[src/rtl/stream_split.sv]
// stream_split: one {left,right} ready/valid stream fanned out into two
// independently stalled output streams, each side buffered by its own FIFO.

module stream_split_fifo #(
  parameter int W  = 8,
  parameter int AW = 1
) (
  input  logic          clk,
  input  logic          reset_n,
  input  logic          i_push,
  input  logic [W-1:0]  i_data,
  input  logic          i_pop,
  output logic [W-1:0]  o_data,
  output logic          o_valid,
  output logic          o_full,
  output logic [AW:0]   o_count
);
  localparam int DEPTH = 1 << AW;

  logic [W-1:0] r_mem [DEPTH];
  logic [AW:0]  r_wr;
  logic [AW:0]  r_rd;
  logic [AW:0]  w_count;
  logic         w_pop;

  // Extra pointer bit distinguishes full from empty; difference is occupancy.
  assign w_count = r_wr - r_rd;
  assign o_count = w_count;
  assign o_valid = (w_count != '0);
  assign o_full  = (w_count == (AW+1)'(DEPTH));
  assign w_pop   = i_pop && o_valid;
  assign o_data  = o_valid ? r_mem[r_rd[AW-1:0]] : '0;

  always_ff @(posedge clk or negedge reset_n) begin
    if (!reset_n) begin
      r_wr <= '0;
      r_rd <= '0;
    end else begin
      if (i_push) r_wr <= r_wr + 1'b1;
      if (w_pop)  r_rd <= r_rd + 1'b1;
    end
  end

  // Storage is deliberately not reset; pointers alone define validity.
  always_ff @(posedge clk) begin
    if (i_push) r_mem[r_wr[AW-1:0]] <= i_data;
  end
endmodule

module stream_split #(
  parameter int LEFT_WIDTH   = 8,
  parameter int RIGHT_WIDTH  = 8,
  parameter int FIFO_ADDR_SZ = 1,
  parameter int IN_WIDTH     = LEFT_WIDTH + RIGHT_WIDTH
) (
  input  logic                    clk,
  input  logic                    reset_n,
  input  logic                    i_valid,
  output logic                    i_ready,
  input  logic [IN_WIDTH-1:0]     i_data,
  output logic                    o_left_valid,
  input  logic                    o_left_ready,
  output logic [LEFT_WIDTH-1:0]   o_left_data,
  output logic                    o_right_valid,
  input  logic                    o_right_ready,
  output logic [RIGHT_WIDTH-1:0]  o_right_data,
  output logic [FIFO_ADDR_SZ:0]   o_left_count,
  output logic [FIFO_ADDR_SZ:0]   o_right_count
);
  logic w_left_full;
  logic w_right_full;
  logic w_accept;

  // Ready depends only on registered occupancy (and reset), never on consumers.
  assign i_ready  = reset_n && !w_left_full && !w_right_full;
  assign w_accept = i_valid && i_ready;

  stream_split_fifo #(.W(LEFT_WIDTH), .AW(FIFO_ADDR_SZ)) u_left (
    .clk     (clk),
    .reset_n (reset_n),
    .i_push  (w_accept),
    .i_data  (i_data[IN_WIDTH-1:RIGHT_WIDTH]),
    .i_pop   (o_left_ready),
    .o_data  (o_left_data),
    .o_valid (o_left_valid),
    .o_full  (w_left_full),
    .o_count (o_left_count)
  );

  stream_split_fifo #(.W(RIGHT_WIDTH), .AW(FIFO_ADDR_SZ)) u_right (
    .clk     (clk),
    .reset_n (reset_n),
    .i_push  (w_accept),
    .i_data  (i_data[RIGHT_WIDTH-1:0]),
    .i_pop   (o_right_ready),
    .o_data  (o_right_data),
    .o_valid (o_right_valid),
    .o_full  (w_right_full),
    .o_count (o_right_count)
  );
endmodule

[config.mk]
export PLATFORM = sky130hd
export DESIGN_NAME = stream_split
export DESIGN_NICKNAME = d
export VERILOG_FILES = /design/src/rtl/stream_split.sv
export SDC_FILE = /design/constraint.sdc
export NUM_CORES = 1
export LEC_CHECK = 0
export CORE_ASPECT_RATIO = 0.7
export CORE_MARGIN = 3
export CORE_UTILIZATION = 40
export CTS_CLUSTER_SIZE = 12
export DETAILED_ROUTE_END_ITERATION = 7
export PLACE_DENSITY = 0.73
export SYNTH_ARGS = -nofsm -noshare
export SYNTH_HDL_FRONTEND = slang
export SYNTH_SLANG_ARGS = --single-unit
[constraint.sdc]
create_clock -name clk -period 5.5 [get_ports clk]
set_input_delay 0.825 -clock clk [delete_from_list [all_inputs] [get_ports clk]]
set_output_delay 0.825 -clock clk [all_outputs]
set_load 0.01 [all_outputs]
==> results_dict.tcl <==
set metrics [dict create \
    worstMarginPinSlew_ps 704.9 \
    start_util 0.4424 \
    finClkSkew_ps 5.514 \
    multi_input_area_um2 435.4 \
    diodes 0 \
    first_global_vias 951 \
    cts.sink_count 40 \
    drt_iter0_markers 50 \
    startpoint_type "input port" \
    via_per_inst 4.628 \
    io_buffers 43 \
    cpPeakStageDelay_ps 690 \
    p_clk_frac 0.131 \
    hold_viol 0 \
    synth.net_count 133 \
    seq_area_frac_synth 0.6977 \
    crit_chain "clkdlybuf4s50_1 -> o221a_2 -> clkdlybuf4s50_1" \
    seqCellArea_mm2 0.001161 \
    synthCells 110 \
    cp-end-kind "primary output" \
    fmax_mhz 308.5 \
    antenna_found_initial 0 \
    arrival_ps 2420 \
    peakVddDrop_mv 0.3429 \
    combPwrFrac 0.532 \
    period_needed_ps 3241 \
    grt.total_usage 0.1259 \
    ctsHoldBuffers 0 \
    setup_viol 0 \
    async_reset_ff_frac 0.2000 \
    hold_depth 1 \
    drc 0 \
    p_int_uw 916.2 \
    p_sw_uw 508.0 \
    wirelength_um 2770 \
    io_pins 44 \
    clkSlewWorstSetupHoldPaths_ps 70 \
    rr_worst_depth 5 \
    cts_setup_buffers 0 \
    p_leak_nw 0.8372 \
    drive_gt1_frac 0.09554 \
    min-delay-start "u_right.r_rd[1]" \
    fp.coreArea_mm2 0.003761 \
    clock_path_buffers 2 \
    yosys_warnings 0 \
    yosys_most_used_dff "edfxtp_1" \
    critical_path_class "in2out" \
    cpMostUsedCell "clkdlybuf4s50_1" \
    ctsResizeCount 0 \
    status "finished, final reports clean" \
    area_delta_synth_final_pct 32.93 \
    ys_top_cells_by_area "edfxtp_1 58%, dfrtp_1 12%, mux2i_1 9.6%" \
    dieHeight_um 59.97 \
    grt-ovfl-total 0 \
    num_rows 18 \
    synthTopCellsByCount "32 x edfxtp_1, 18 x nor2_1, 16 x mux2i_1" \
    critPathSlowestCell "clkdlybuf4s50_1" \
    path_max_fanout 9 \
    cts-htree-levels 2 \
    ys_seq_elements 40 \
    maxCapViolations 0 \
    rrSetupSlack_ps 3100 \
    report.final.slew_viol_count 0 \
    wl_per_cell_um 13.38 \
    grt_pass1_wl_um 4581 \
    synth.largest_area_cell "edfxtp_1" \
    first_pass_iters 4 \
    final_nets 179 \
    ys_types 15 \
    cts_buffers 5 \
    gp_congestion 0.7128 \
    required_ps 4680 \
    tns_ps 0 \
    r2r_end "u_left.r_mem[0][0]" \
    grt_max_degree 14 \
    ant_nets 0 \
    yosys.area.top_type_share 0.5774 \
    clk_latency_ps 290 \
    postSynthAreaPerCell_um2 15.13 \
    r2r-start "u_left.r_rd[0]" \
    dieArea_mm2 0.004982 \
    min-delay-path-class "reg2reg" \
    min_to "u_right.r_rd[1]" \
    cts_tree "yes" \
    root_buffer "clkbuf_8" \
    switching_share 0.3567 \
    vias 958 \
    dp_hpwl_um 2126 \
    seq_power_share 0.337 \
    synth_most_common_cell "edfxtp_1" \
    grt_setup_unrepaired "no" \
    fillers 300 \
    fp.dieW_um 83.09 \
    power_mw 1.424 \
    slew_headroom 0.5283 \
    syn_area_mm2 0.001664 \
    synth-edff-count 32 \
    p_per_area_mw_per_mm2 643.8 \
    timing.final.crit_share 0.5894 \
]
-- cell usage in the layout, fill, tap and decap left out --
master and n:
clkbuf_8 5, nand2_2 1, edfxtp_1 32, clkdlybuf4s50_1 43
nand3_2 4, clkinv_1 1, nand2_1 2, nor2_1 18
dfrtp_1 8, ha_1 2, mux2i_1 16, inv_4 2
and2_1 2, xnor2_1 12, o221a_2 1, inv_1 6
clkinvlp_4 2
-- flip-flops by register name (all words and copies together), names as in the netlist --
name           flops
u_left.r_mem      16
u_right.r_rd       2
u_right.r_mem     16
u_left.r_rd        2
u_right.r_wr       2
u_left.r_wr        2
-- cell families after synthesis --
kind of cell / share of synthesized area
multiplexers: 0.09624
AND/OR/NAND/NOR: 0.08045
buffers and inverters: 0.04060
adder cells (fa/ha/maj): 0.01504
flip-flops: 0.6977
AO/OA/AOI/OAI: 0.006766
XOR/XNOR: 0.06316
-- layout make-up --
cell class                      instances  area share
Timing Repair Buffer                   43      0.1946
Sequential cell                        40      0.5249
Multi-Input combinational cell         58      0.1968
Clock buffer                            5     0.03111
Tap cell                               50     0.02828
Inverter                                8     0.01584
Clock inverter                          3    0.008484
-- power by group through the flow --
stage	Clock (mW)	Sequential [mW]	Combinational, mW
2_1_floorplan	0	0.445	0.460
3_3_place_gp	0	0.485	0.754
3_5_place_dp	0	0.489	0.771
4_1_cts	0.192	0.482	0.774
5_1_grt	0.206	0.493	0.827
6_report	0.186	0.480	0.758
-- through the flow --
step / instances / instance area (µm²) / hold WS (ps) / utilization / setup WS [ps]
after floorplan: 110 / 1664 / 464.7 / - / 3520
after global placement: 199 / 2125 / 485.0 / 0.5649 / 2257
after detailed placement: 199 / 2125 / 483.0 / 0.5649 / 2211
after CTS: 207 / 2212 / 495.1 / 0.5882 / 2215
after global routing: 207 / 2212 / 508.0 / 0.5882 / 2148
final: 207 / 2212 / 492.8 / 0.5882 / 2259
-- how the worst max path moves through the flow --
stage / startpoint / to / slack (ps) / depth (start not counted)
6_report: reset_n / i_ready / 2260 / 3
5_1_grt: u_right.r_rd[0] / o_right_data[3] / 2150 / 4
4_1_cts: reset_n / i_ready / 2220 / 3
3_5_place_dp: reset_n / i_ready / 2210 / 3
3_3_place_gp: reset_n / i_ready / 2260 / 3
2_1_floorplan: u_left.r_wr[0] / o_left_data[0] / 3520 / 5
-- critical path: cells and delay by family --
kind	cells	cell delay, ps
buffers and inverters	2	1250
AOI/OAI and AO/OA	1	340
-- per-layer routing --
layer | vias up | part of all wire | routed length (µm) | GRT usage
met5 | - | 0 | 0 | 0
met4 | 0 | 0.026 | 72 | 0.07692
met3 | 8 | 0.041 | 114 | 0.04132
met2 | 25 | 0.50 | 1376 | 0.1952
met1 | 452 | 0.44 | 1207 | 0.1561
li1 | 473 | - | - | -
Note: power is estimated with default switching activity, not from simulation.
